File: src/rtl/branch_ctrl.sv
// Branch/jump resolution controller: drives comparator select, PC redirect,
// front-end flush and wrong-path kill, plus saturating branch statistics.
module branch_ctrl #(
   parameter int FLUSH_CYCLES = 1,
   parameter int CNT_W        = 32
) (
   input  logic             i_clk,
   input  logic             i_rst,
   input  logic             i_ex_valid,
   input  logic             i_ex_is_branch,
   input  logic             i_ex_is_jump,
   input  logic [2:0]       i_ex_funct3,
   input  logic             i_br_taken,
   input  logic [31:0]      i_ex_target,
   input  logic             i_stall,
   input  logic             i_cnt_clr,
   output logic [2:0]       o_br_type,
   output logic             o_pc_sel,
   output logic [31:0]      o_pc_target,
   output logic             o_flush_if,
   output logic             o_ex_kill,
   output logic             o_br_illegal,
   output logic [CNT_W-1:0] o_branch_cnt,
   output logic [CNT_W-1:0] o_taken_cnt
);

   localparam logic [1:0] S_IDLE  = 2'd0;
   localparam logic [1:0] S_REDIR = 2'd1;
   localparam logic [1:0] S_FLUSH = 2'd2;

   localparam logic [1:0]       FLUSH_INIT = 2'(FLUSH_CYCLES - 1);
   localparam logic [CNT_W-1:0] CNT_MAX    = {CNT_W{1'b1}};

   logic [1:0]       r_state;
   logic [1:0]       w_state_nxt;
   logic [1:0]       r_cnt;
   logic [1:0]       w_cnt_nxt;
   logic [31:0]      r_pc_target;
   logic [CNT_W-1:0] r_branch_cnt;
   logic [CNT_W-1:0] r_taken_cnt;
   logic             w_legal;
   logic             w_resolve;
   logic             w_redirect;
   logic             w_br_count;

   // funct3 010/011 are reserved branch encodings
   assign w_legal    = (i_ex_funct3 != 3'b010) && (i_ex_funct3 != 3'b011);
   assign w_resolve  = (r_state == S_IDLE) && i_ex_valid && !i_stall;
   assign w_redirect = w_resolve &&
                       (i_ex_is_jump || (i_ex_is_branch && w_legal && i_br_taken));
   assign w_br_count = w_resolve && i_ex_is_branch && !i_ex_is_jump && w_legal;

   always_comb begin
      o_br_type = 3'b010;
      if (i_ex_is_branch && w_legal) begin
         o_br_type = i_ex_funct3;
      end else begin
         o_br_type = 3'b010;
      end
   end

   assign o_br_illegal = w_resolve && i_ex_is_branch && !i_ex_is_jump && !w_legal;

   always_comb begin
      w_state_nxt = r_state;
      w_cnt_nxt   = r_cnt;
      case (r_state)
         S_IDLE: begin
            if (w_redirect) begin
               w_state_nxt = S_REDIR;
            end else begin
               w_state_nxt = S_IDLE;
            end
         end
         S_REDIR: begin
            if (i_stall) begin
               w_state_nxt = S_REDIR;
            end else if (FLUSH_CYCLES == 1) begin
               w_state_nxt = S_IDLE;
               w_cnt_nxt   = 2'd0;
            end else begin
               w_state_nxt = S_FLUSH;
               w_cnt_nxt   = FLUSH_INIT;
            end
         end
         S_FLUSH: begin
            if (i_stall) begin
               w_state_nxt = S_FLUSH;
            end else if (r_cnt == 2'd1) begin
               w_state_nxt = S_IDLE;
               w_cnt_nxt   = 2'd0;
            end else begin
               w_cnt_nxt   = r_cnt - 2'd1;
            end
         end
         default: begin
            w_state_nxt = S_IDLE;
            w_cnt_nxt   = 2'd0;
         end
      endcase
   end

   always_ff @(posedge i_clk) begin
      if (i_rst) begin
         r_state     <= S_IDLE;
         r_cnt       <= 2'd0;
         r_pc_target <= 32'd0;
      end else begin
         r_state <= w_state_nxt;
         r_cnt   <= w_cnt_nxt;
         if (w_redirect) begin
            r_pc_target <= i_ex_target;
         end
      end
   end

   // Clear wins over increment; both counters stick at all-ones
   always_ff @(posedge i_clk) begin
      if (i_rst || i_cnt_clr) begin
         r_branch_cnt <= {CNT_W{1'b0}};
         r_taken_cnt  <= {CNT_W{1'b0}};
      end else begin
         if (w_br_count && (r_branch_cnt != CNT_MAX)) begin
            r_branch_cnt <= r_branch_cnt + {{(CNT_W-1){1'b0}}, 1'b1};
         end
         if (w_redirect && (r_taken_cnt != CNT_MAX)) begin
            r_taken_cnt <= r_taken_cnt + {{(CNT_W-1){1'b0}}, 1'b1};
         end
      end
   end

   assign o_pc_sel     = (r_state == S_REDIR);
   assign o_flush_if   = (r_state == S_REDIR) || (r_state == S_FLUSH);
   assign o_ex_kill    = (r_state == S_REDIR) || (r_state == S_FLUSH);
   assign o_pc_target  = r_pc_target;
   assign o_branch_cnt = r_branch_cnt;
   assign o_taken_cnt  = r_taken_cnt;

endmodule

File: config.mk
export PLATFORM = sky130hd
export DESIGN_NAME = branch_ctrl
export DESIGN_NICKNAME = d
export VERILOG_FILES = /design/src/rtl/branch_ctrl.sv
export SDC_FILE = /design/constraint.sdc
export NUM_CORES = 1
export LEC_CHECK = 0
export CAP_MARGIN = 20
export CORE_ASPECT_RATIO = 2
export CORE_MARGIN = 5
export CORE_UTILIZATION = 40
export DETAILED_ROUTE_END_ITERATION = 7
export MAX_ROUTING_LAYER = met4
export PLACE_DENSITY = 0.7
export SLEW_MARGIN = 20
export SYNTH_ARGS = -nofsm -noshare
export SYNTH_HDL_FRONTEND = slang
export SYNTH_SLANG_ARGS = --single-unit
File: constraint.sdc
create_clock -name i_clk -period 5.6 [get_ports i_clk]
set_input_delay 0.56 -clock i_clk [delete_from_list [all_inputs] [get_ports i_clk]]
set_output_delay 0.56 -clock i_clk [all_outputs]
set_load 0.01 [all_outputs]
==> run summary <==
Worst Setup Path Type -> in2out
CP Buf/Inv Count -> 2
Vias per cell -> 5.80
Max clock buf depth -> 2
Mapped cell area -> 0.00479 mm²
Number of enable flip-flop cells after synthesis -> 0
CP cell instances -> clkdlybuf4s50_1, or2_1, nor4b_1, clkdlybuf4s50_1
HP Class -> reg2reg
Combinational Power Share -> 0.078
Flops & latches, synth -> 100
Area of the multi-input gates -> 0.00263 mm²
Switching share of total power -> 0.235
P_int -> 1.08 mW
Hold Violations, Final -> 0
# DRC -> 0
Seq pwr share -> 0.514
WL/cell -> 17.0 µm
CTS tree -> built
Final setup violating endpoints -> 0
Reg area -> 0.00200 mm²
1st-iter DRT viols -> 168
Leak -> 1.98 nW
Slowest cell on the critical path -> clkdlybuf4s50_1
Ratio of cells with drive above 1 in the final layout -> 0.0461
WP data required -> 5.04 ns
Via count -> 5,113
First-pass DRT Iterations -> 6
Clock network power share -> 0.408
Overall Power -> 1.41 mW
Cell Rows -> 56
Rel. slew slack -> 0.370
Synth top area share -> 0.418
GRT Total Usage -> 0.212
Detailed Place HPWL -> 11,300 µm
RSZ-0062 raised after global routing -> false
Htree depth -> 3
FILL cells -> 1,106
Dominant synthesized flop cell -> dfxtp_1
Die width -> 87.4 µm
Total Wirelength -> 15,000 µm
Post-route clock period utilization -> 0.517
Pwr/cell area -> 214 mW/mm²
Max Freq -> 346 MHz
Run status -> finished clean
Initial Util -> 0.407
Minimum clock period -> 2.89 ns
GPL Wtd Cong -> 0.871
Yosys cell types -> 52
CP endpoint kind -> output port
Clk sinks -> 100
CP peak stage delay -> 0.59 ns
Congestion Overflow GR -> 0
Asr flop ratio synth -> 0
Largest net degree at the start of global routing -> 61
Die area -> 0.0144 mm²
Worst vdd ir -> 0.000156 V
Sequential fraction of the synthesis area -> 0.418
Worst-path clk slew -> 0.06 ns
Number of I/O pins -> 146
Setup slack after placement -> 2.60 ns
Cell count after synthesis -> 601
First-pass GRT wire length -> 23,800 µm
Max_cap viols -> 0
Antenna fix cells -> 0
Hold-fix buffers, CTS -> 0
Area Growth Syn to Fin -> 37.9%
Worst-skew pair later-pin latency -> 0.34 ns
Vias in the first global route -> 5,062
Initial antenna violation count -> 0
Syn Nets -> 651
Cts bufs inserted -> 9
Crit path launch type -> input pin
Psw -> 0.331 mW
Slew @ Worst Pin -> 0.943 ns
Yosys top cell by area -> dfxtp_1
Clock Skew -> 0.00891 ns
Mean post-synth cell area -> 7.98 µm²
Peak fanout along the critical path -> 8
Slew Limit Fails -> 0
# resized after CTS -> 0
Die H -> 165 µm
Crit path DAT -> 2.33 ns
Placeable Area -> 0.0118 mm²
Yosys warns -> 0
Routed Antenna Nets -> 0
IO Port Bufs -> 145
Delay-heaviest family, CP -> buffers and inverters
Post-route setup TNS -> 0 ns
Setup Buffers After CTS -> 0
Setup ws final -> 2.71 ns
Top cells by area, synth -> dfxtp_1 42%, a21oi_1 8.9%, nand2_1 7.3%, or4_1 4.1%, nand4_1 3.8%
CTS Root Cell -> clkbuf_16
Most used cell, CP -> clkdlybuf4s50_1
Final core occ -> 0.562
Post-layout net count -> 782
==> state kept, by name, summed over array words and instances, names as in the netlist <==
signal and cells:
o_branch_cnt 32, o_pc_target 32, o_taken_cnt 32, r_cnt 2
r_state 2
==> metrics by stage <==
step	instance area, µm²	cells	hold slack [ns]
final	6610	882	0.452
after global routing	6610	882	0.474
after CTS	6600	882	0.456
after detailed placement	6330	866	0.449
after global placement	6330	866	0.442
after floorplan	4790	601	0.481
==> cell type report <==
class	instances	area share
Clock inverter	5	0.00568
Sequential cell	100	0.303
Tap cell	145	0.0274
Inverter	13	0.00738
Clock buffer	11	0.0352
Multi-Input combinational cell	460	0.398
Timing Repair Buffer	148	0.223
==> worst paths after layout <==
kind / from / end / slack [ns] / cells after the start
max: i_stall / o_br_illegal / 2.71 / 4
min: o_pc_target[18]$_SDFFE_PP0P_ / o_pc_target[18]$_SDFFE_PP0P_ / 0.45 / 2
max reg2reg: o_branch_cnt[0]$_SDFFE_PP0P_ / o_branch_cnt[11]$_SDFFE_PP0P_ / 2.88 / 6
min reg2reg: o_pc_target[18]$_SDFFE_PP0P_ / o_pc_target[18]$_SDFFE_PP0P_ / 0.45 / 2
==> logic make-up (layout without fill, tap and decap cells) <==
logic type	after synthesis	count (layout)	share of synthesized area
compound gates	159	159	0.192
mux	3	3	0.00653
flops	100	100	0.418
fa+ha+maj	7	7	0.0183
xor+xnor	3	3	0.00548
simple gates	288	288	0.324
buf+inv	41	177	0.0358
==> cells in the mapped netlist (2+ instances only) <==
master	number
dfxtp_1	100
nand2_1	93
a21oi_1	85
o21ai_0	30
nand3_1	29
nand4_1	29
nor2_1	29
or3_1	27
or4_1	26
o31ai_1	23
clkbuf_1	20
inv_1	13
and4_1	10
and3_1	9
nor4_1	8
ha_1	7
and2_1	5
buf_2	5
nand2b_1	4
a31oi_1	3
nor3_1	3
o21a_1	3
o31a_1	3
or2_2	3
a211oi_1	2
a31o_2	2
and3_2	2
mux2i_1	2
nand4_2	2
xnor2_1	2
==> tightest hold or removal path, delay by kind of cell, from the launching register on <==
family / cells / cell delay (ns)
AND/OR/NAND/NOR: 1 / 0.05
flip-flops: 1 / 0.31
AO/OA/AOI/OAI: 1 / 0.05
==> cell usage in the layout, fill, tap and decap left out, drive strengths merged, types with 5 or more instances in the layout <==
cell type	synthesis	final
a21oi	85	85
and2	5	5
ha	7	7
o31ai	23	23
clkbuf	21	11
or3	28	28
and4	10	10
dfxtp	100	100
o21ai	31	31
clkdlybuf4s50	0	145
inv	13	14
nor2	29	29
and3	11	11
or4	27	27
nand3	29	29
nand4	31	31
nand2	93	93
nor4	9	9
==> per-layer routing <==
layer / vias up / wire, µm / track usage
met4: 0 / 484 / 0.103
li1: 2499 / - / -
met2: 190 / 7980 / 0.371
met5: - / 0 / -
met1: 2384 / 5830 / 0.228
met3: 40 / 668 / 0.0325
==> power groups by stage <==
stage | Sequential [mW] | Combinational, mW | Clock [mW]
final | 0.725 | 0.110 | 0.576
after global routing | 0.726 | 0.120 | 0.618
after CTS | 0.725 | 0.112 | 0.589
after detailed placement | 0.742 | 0.111 | 0
after global placement | 0.741 | 0.109 | 0
after floorplan | 0.746 | 0.0421 | 0
(Power assumes the default switching activity.)
